$ cat config.mk
export PLATFORM = sky130hd
export DESIGN_NAME = seq_stim_ctrl
export DESIGN_NICKNAME = d
export VERILOG_FILES = /design/src/rtl/seq_stim_ctrl.sv
export SDC_FILE = /design/constraint.sdc
export NUM_CORES = 1
export LEC_CHECK = 0
export BUFFER_PORTS_ARGS = -buffer_cell sky130_fd_sc_hd__buf_2
export CAP_MARGIN = 10
export CELL_PAD_IN_SITES_DETAIL_PLACEMENT = 1
export CELL_PAD_IN_SITES_GLOBAL_PLACEMENT = 2
export CORE_UTILIZATION = 33
export CTS_CLUSTER_SIZE = 16
export DETAILED_ROUTE_END_ITERATION = 8
export GPL_ROUTABILITY_DRIVEN = 0
export PLACE_DENSITY_LB_ADDON = 0.25
export SYNTH_ARGS = -nofsm -noshare
export SYNTH_HDL_FRONTEND = slang
export SYNTH_SLANG_ARGS = --single-unit
$ cat constraint.sdc
create_clock -name clock -period 2.21 [get_ports clock]
set_input_delay 0.221 -clock clock [delete_from_list [all_inputs] [get_ports clock]]
set_output_delay 0.221 -clock clock [all_outputs]
set_load 0.02 [all_outputs]
$ cat src/rtl/seq_stim_ctrl.sv
// Stimulus sequencer for the 3-bit pattern-detector FSM: resets it, streams an arithmetic symbol
// sequence into it, and counts high samples / rising edges. Optional `abort` input: SEQ_STIM_ABORT_EN.
module seq_stim_ctrl #(
  parameter int LEN_W  = 8,
  parameter int RISE_W = 4
) (
  input  logic              clock,
  input  logic              reset,
  input  logic              start,
  input  logic [2:0]        seed,
  input  logic [2:0]        step,
  input  logic [LEN_W-1:0]  len,
  input  logic              det_out,
`ifdef SEQ_STIM_ABORT_EN
  input  logic              abort,
`endif
  output logic [2:0]        det_in,
  output logic              det_reset,
  output logic              busy,
  output logic              done,
  output logic [LEN_W-1:0]  high_cnt,
  output logic [RISE_W-1:0] rise_cnt
);

  typedef enum logic [2:0] {
    S_IDLE,
    S_RST_DUT,
    S_RUN,
    S_DRAIN,
    S_DONE
  } state_t;

  state_t            state, state_n;
  logic [2:0]        seed_q, step_q;
  logic [LEN_W-1:0]  len_q, k_q;
  logic              prev_q;
  logic              accept, sample_en, last_sym;

  assign accept    = (state == S_IDLE) && start;
  assign last_sym  = (k_q == len_q - LEN_W'(1));
  // Sample j is taken in RUN cycle j (j>=1) or DRAIN, so it sees the detector's reply to symbol j-1.
  assign sample_en = ((state == S_RUN) && (k_q != '0)) || (state == S_DRAIN);
  assign det_reset = reset || (state == S_RST_DUT);

  always_comb begin
    state_n = state;
    case (state)
      S_IDLE:    if (start) state_n = (len == '0) ? S_DONE : S_RST_DUT;
      S_RST_DUT: state_n = S_RUN;
      S_RUN:     if (last_sym) state_n = S_DRAIN;
      S_DRAIN:   state_n = S_DONE;
      S_DONE:    state_n = S_IDLE;
      default:   state_n = S_IDLE;
    endcase
`ifdef SEQ_STIM_ABORT_EN
    if (abort && ((state == S_RST_DUT) || (state == S_RUN) || (state == S_DRAIN)))
      state_n = S_DONE;
`endif
  end

  always_ff @(posedge clock) begin
    if (reset) begin
      state    <= S_IDLE;
      seed_q   <= '0;
      step_q   <= '0;
      len_q    <= '0;
      k_q      <= '0;
      prev_q   <= 1'b0;
      det_in   <= '0;
      busy     <= 1'b0;
      done     <= 1'b0;
      high_cnt <= '0;
      rise_cnt <= '0;
    end else begin
      state <= state_n;
      busy  <= (state_n == S_RST_DUT) || (state_n == S_RUN) || (state_n == S_DRAIN);
      done  <= (state_n == S_DONE);

      // det_in doubles as the symbol accumulator: loaded with seed on RUN entry, stepped while in RUN.
      if (state_n == S_RUN) begin
        det_in <= (state == S_RUN) ? det_in + step_q : seed_q;
        k_q    <= (state == S_RUN) ? k_q + LEN_W'(1) : '0;
      end else begin
        det_in <= '0;
        k_q    <= '0;
      end

      if (accept) begin
        seed_q   <= seed;
        step_q   <= step;
        len_q    <= len;
        high_cnt <= '0;
        rise_cnt <= '0;
        prev_q   <= 1'b0;
      end else if (sample_en) begin
        if (det_out)
          high_cnt <= high_cnt + LEN_W'(1);
        if (det_out && !prev_q && (rise_cnt != '1))
          rise_cnt <= rise_cnt + RISE_W'(1);
        prev_q <= det_out;
      end
    end
  end

endmodule
Yosys cells after proc, flatten, opt, wreduce, memory -nomap -nowiden
Index checks and enable logic that the tools add are counted.
{"block": "word_totals", "latch_bits": 0, "register_bits": 43, "n_memories": 0, "word_cells": 49, "output_inout_bits": 18, "rom_bits": 0, "input_bits": 18, "mem_bits_rw": 0}
{"block": "classes", "div_mod_pow": 0, "mux": 5, "mul": 0, "order_cmp": 0, "bitwise": 2, "n_shift": 0, "n_reduce_logical": 17, "n_eq_ne": 9, "add_sub_neg": 5}
{"cell": "$add 8x1->8 const B", "n": 2}
{"cell": "$eq 3x2->1 const B", "n": 4}
{"cell": "$mux 3", "n": 4}
{"cell": "$pmux 3 s4", "n": 1}
{"cell": "$eq 8x8->1", "n": 1}
{"cell": "$logic_not 8->1", "n": 1}
{"cell": "$reduce_bool 8->1", "n": 1}
{"cell": "$sub 8x1->8 const B", "n": 1}
{"cell": "$eq 3x1->1 const B", "n": 2}
{"cell": "$add 4x1->4 const B", "n": 1}
{"cell": "$logic_and 1x1->1", "n": 4}
{"cell": "$logic_or 1x1->1", "n": 4}
{"cell": "$ne 4x4->1 const B", "n": 1}
{"cell": "$reduce_and 2->1", "n": 2}
{"cell": "$reduce_or 2->1", "n": 2}
{"cell": "$add 3x3->3", "n": 1}
{"cell": "$eq 3x3->1 const B", "n": 1}
{"cell": "$logic_not 3->1", "n": 1}
{"cell": "$reduce_or 3->1", "n": 1}
{"cell": "$not 1->1", "n": 2}
{"cell": "$logic_not 1->1", "n": 1}

Longest topological paths before layout
{"block": "depth", "ltp_word": 7, "depth_mapped": 8}

Worst setup path before layout
No wires, ideal clock.
{"block": "synth_path", "path_kind": "register to register", "from": "reg len_q[0]", "to": "reg k_q[2]", "setup_time_ns": 0.123, "stages_incl_launch_ff": 9, "arrival_time_ns": 1.885, "t_required_ns": 2.087, "n_path_buf": 1, "slack_ns": 0.202, "path_cell_list": "dfxtp_1 -> inv_1 -> ha_1 -> or3b_2 -> nor3_1 -> xnor2_1 -> a2111oi_4 -> buf_6 -> nor3_1"}
{"block": "synth_between", "elab_chain_len": 7}
{"item": "start, declared", "line_no": "35", "text": "logic [LEN_W-1:0] len_q, k_q;"}
{"item": "start signal, assigned", "line_no": "91", "text": "len_q <= len;"}
{"item": "$sub 8x1->8", "line_no": "40", "text": "assign last_sym = (k_q == len_q - LEN_W'(1));"}
{"item": "$eq 8x8->1", "line_no": "40"}
{"item": "$mux 3", "line_no": "50", "text": "S_RUN: if (last_sym) state_n = S_DRAIN;"}
{"item": "$pmux 3 s4", "line_no": "47", "text": "case (state)"}
{"item": "$eq 3x2->1", "line_no": "80", "text": "if (state_n == S_RUN) begin"}
{"item": "$not 1->1 (no source line)"}
{"item": "$reduce_or 3->1 (no source line)"}
{"item": "end signal, assigned", "line_no": "82", "text": "k_q <= (state == S_RUN) ? k_q + LEN_W'(1) : '0;"}
{"item": "end, declared", "line_no": "35"}
Every way passes these cells.
A chain may end at the register's enable or synchronous reset.

Worst setup path after layout
{"block": "layout_path", "from": "reg k_q[0]", "to": "reg rise_cnt[2]"}
{"block": "layout_between", "elab_chain_len": 4}
{"item": "$reduce_bool 8->1", "line_no": "42", "text": "assign sample_en = ((state == S_RUN) && (k_q != '0)) || (state == S_DRAIN);"}
{"item": "$logic_and 1x1->1", "line_no": "42"}
{"item": "$logic_or 1x1->1", "line_no": "42"}
{"item": "$reduce_and 2->1 (no source line)"}
{"item": "end signal, assigned", "line_no": "99", "text": "rise_cnt <= rise_cnt + RISE_W'(1);"}
{"item": "end, declared", "line_no": "22", "text": "output logic [RISE_W-1:0] rise_cnt"}
Every way passes these cells.

==> load_flow_metrics.sql <==
INSERT INTO impl_metrics (metric_group, metric, value, unit) VALUES
('clocking', 'clock_pin_slew_of_the_registers_on_the_worst_case_setup_and_hold_paths', '0.08', 'ns'),
('synthesis', 'synthesis.area_per_instance', '8.70', 'µm²'),
('hold_path', 'holdCritStartpoint', 'seed[1]', ''),
('finish', 'final_cells', '353', ''),
('finish', 'flow.area_growth_from_synthesis', '18.7', '%'),
('clocking', 'post_cts_buffers', '0', ''),
('clocking', 'tritoncts', 'done', ''),
('finish', 'mostFrequentLayoutCell', 'dfxtp_1', ''),
('worst_setup_path', 'r2r_start', 'k_q[0]$_SDFF_PP0_', ''),
('clocking', 'worstSkewPairLatency', '0.29', 'ns'),
('synthesis', 'postSynthNetCount', '264', ''),
('clocking', 'clockBufferDepth', '2', ''),
('floorplanning', 'die_area', '6620', 'µm²'),
('synthesis', 'yosys_register_bits', '43', ''),
('synthesis', 'synth_async_sr_flop_share', '0', '%'),
('finish', 'fillerInstances', '732', ''),
('synthesis', 'synthXorXnorAreaFrac', '11.4', '%'),
('timing', 'grt_setup_unrepaired', 'no', ''),
('worst_setup_path', 'critical_path_peak_fanout', '11', ''),
('worst_setup_path', 'timing.critical_path.required', '2.39', 'ns'),
('timing', 'final_min_period_over_clock_period', '93.1', '%'),
('timing', 'max_clock_freq', '0.486', 'GHz'),
('worst_setup_path', 'path_class', 'reg2reg', ''),
('drt', 'ant_nets', '0', ''),
('drt', 'wire_per_inst', '13.6', 'µm'),
('global_routing', 'gr-usage-all-layers', '16.6', '%'),
('synthesis', 'synth_simple_gate_area_share', '24.3', '%'),
('drt', 'detail_route.drc_violations', '0', ''),
('global_routing', 'vias_in_the_first_global_route', '1796', ''),
('timing', 'maxSlewViolCount', '0', ''),
('clocking', 'postCtsHoldBufs', '0', ''),
('global_routing', 'grt.overflow.total', '0', ''),
('clocking', 'cts-resized-gates', '0', ''),
('worst_setup_path', 'cp-start-kind', 'flip-flop', ''),
('synthesis', 'yosys.cell_types.count', '45', ''),
('worst_setup_path', 'worstPathArrival', '2.23', 'ns'),
('power_and_ir_drop', 'total_power', '1.58', 'mW'),
('global_routing', 'grt_start_max_net_pins', '22', ''),
('finish', 'num_antenna_cells', '0', ''),
('drt', 'drt_iter0_drc', '53', ''),
('timing', 'setup-violations-final', '0', ''),
('clocking', 'ctsHtreeMaxLevel', '2', ''),
('clocking', 'cts_buffers', '5', ''),
('synthesis', 'yosysWarningCount', '0', ''),
('clocking', 'cts_sinks', '43', ''),
('flow_run', 'max_cap_violations', '0', ''),
('timing', 'maxSlewHeadroom', '68.7', '%'),
('place', 'hpwlAfterDp', '3.56', 'mm'),
('power_and_ir_drop', 'leakage', '0.956', 'nW'),
('synthesis', 'synth-compound-area-share', '13.7', '%'),
('synthesis', 'yosys.area_share.adder', '4.57', '%'),
('floorplanning', 'ioPinCount', '36', ''),
('synthesis', 'synth_top_family_by_area', 'simple AND/OR/NAND/NOR gates', ''),
('drt', 'drt_wl_total', '4.80', 'mm'),
('finish', 'regArea', '861', 'µm²'),
('floorplanning', 'die_h', '81.4', 'µm'),
('synthesis', 'portion_of_netlist_area_occupied_by_mux_cells', '0.963', '%'),
('floorplanning', 'design.core.area', '5990', 'µm²'),
('floorplanning', 'die_w', '81.4', 'µm'),
('synthesis', 'seq_area_frac_synth', '41.4', '%'),
('global_routing', 'grt_first_pass_wirelength', '8.40', 'mm'),
('drt', 'drt-vias-per-instance', '5.06', ''),
('worst_setup_path', 'rr_endpoint', 'rise_cnt[2]$_SDFFE_PP0P_', ''),
('synthesis', 'synth_ff_type', 'dfxtp_1', ''),
('finish', 'drive_above_1_share', '23.0', '%'),
('outcome', 'result_of_the_run', 'complete, no violations', ''),
('finish', 'nNetsFinal', '303', ''),
('synthesis', 'netlist_instances', '239', ''),
('floorplanning', 'floorplan.initialDensity', '34.7', '%'),
('clocking', 'root_buffer', 'clkbuf_8', ''),
('place', 'numPlacedInstances', '346', '');
-- metrics by stage --
| step | utilization, % | worst slack, ns | hold WS [ns] |
|---|---|---|---|
| final | 41.2 | 0.152 | 0.156 |
| after global routing | 41.2 | 0.0151 | 0.158 |
| after CTS | 41.1 | 0.0852 | 0.149 |
| after detailed placement | 39.7 | 0.0978 | 0.452 |
| after global placement | 39.7 | 0.139 | 0.448 |
| after floorplan | - | 0.202 | 0.339 |
-- layout make-up --
cell class / instances / share of cell area (%)
clock buffers: 6 / 3.35
clock inverters: 1 / 0.203
inverters: 7 / 1.06
well taps: 75 / 3.80
multi-input cells: 178 / 46.7
repair buffers: 43 / 10.0
flip-flops and latches: 43 / 34.9
-- registers in the layout, summed over array words and instances, names as in the netlist, 3 cells and up --
name and cells:
k_q 8, rise_cnt 4, state 3, len_q 8, high_cnt 8, step_q 3, seed_q 3, det_in 3
-- layer usage --
metal	global-route usage, %	wire [µm]	share of wire, %
met3	3.82	117	2.4
met1	21.7	2360	49
met5	0	0	0
met2	27.1	2260	47
met4	4.82	63	1.3
-- critical path: stages (launching register included) --
cell and delay (ns):
dfxtp_1 0.37, inv_1 0.10, ha_1 0.14, or4b_2 0.62, o211a_2 0.39, nand3_1 0.13, xor2_1 0.15, nor2_1 0.05
-- cell families after synthesis --
| family | after synthesis |
|---|---|
| AO/OA/AOI/OAI | 38 |
| XOR/XNOR | 27 |
| adder cells (fa/ha/maj) | 7 |
| buffers and inverters | 18 |
| flip-flops | 43 |
| multiplexers | 2 |
| AND/OR/NAND/NOR | 104 |
-- power by group --
group | total, mW | internal [mW] | switching (mW)
Sequential | 0.831 | 0.802 | 0.0288
Clock | 0.508 | 0.246 | 0.263
Combinational | 0.240 | 0.108 | 0.131
Total | 1.58 | 1.16 | 0.423
-- cells in the mapped netlist (all sizes together) (3+ instances only) --
master,instances,area share (%)
dfxtp,43,41
clkbuf,7,1.3
ha,6,3.6
a2111oi,3,3.1
a21oi,20,4.8
nor3,11,2.6
and3,3,0.90
inv,7,1.3
nand3,7,1.7
buf,4,1.2
nor3b,3,1.1
xnor2,15,6.3
nand2,38,6.9
nor2,22,4.1
nand4,5,1.5
xor2,12,5.1
-- worst max path at each step --
stage	startpoint	end	slack [ns]	cells after the start
global placement	k_q[0]$_SDFF_PP0_	high_cnt[4]$_SDFFE_PP0P_	0.14	7
finish	k_q[0]$_SDFF_PP0_	rise_cnt[2]$_SDFFE_PP0P_	0.15	7
detailed placement	k_q[0]$_SDFF_PP0_	high_cnt[5]$_SDFFE_PP0P_	0.1	7
CTS	k_q[0]$_SDFF_PP0_	rise_cnt[2]$_SDFFE_PP0P_	0.09	7
global route	k_q[0]$_SDFF_PP0_	rise_cnt[2]$_SDFFE_PP0P_	0.02	7
floorplan	len_q[0]$_SDFFE_PP0P_	k_q[2]$_SDFF_PP0_	0.20	8
Power figures use the tool's default switching activity.
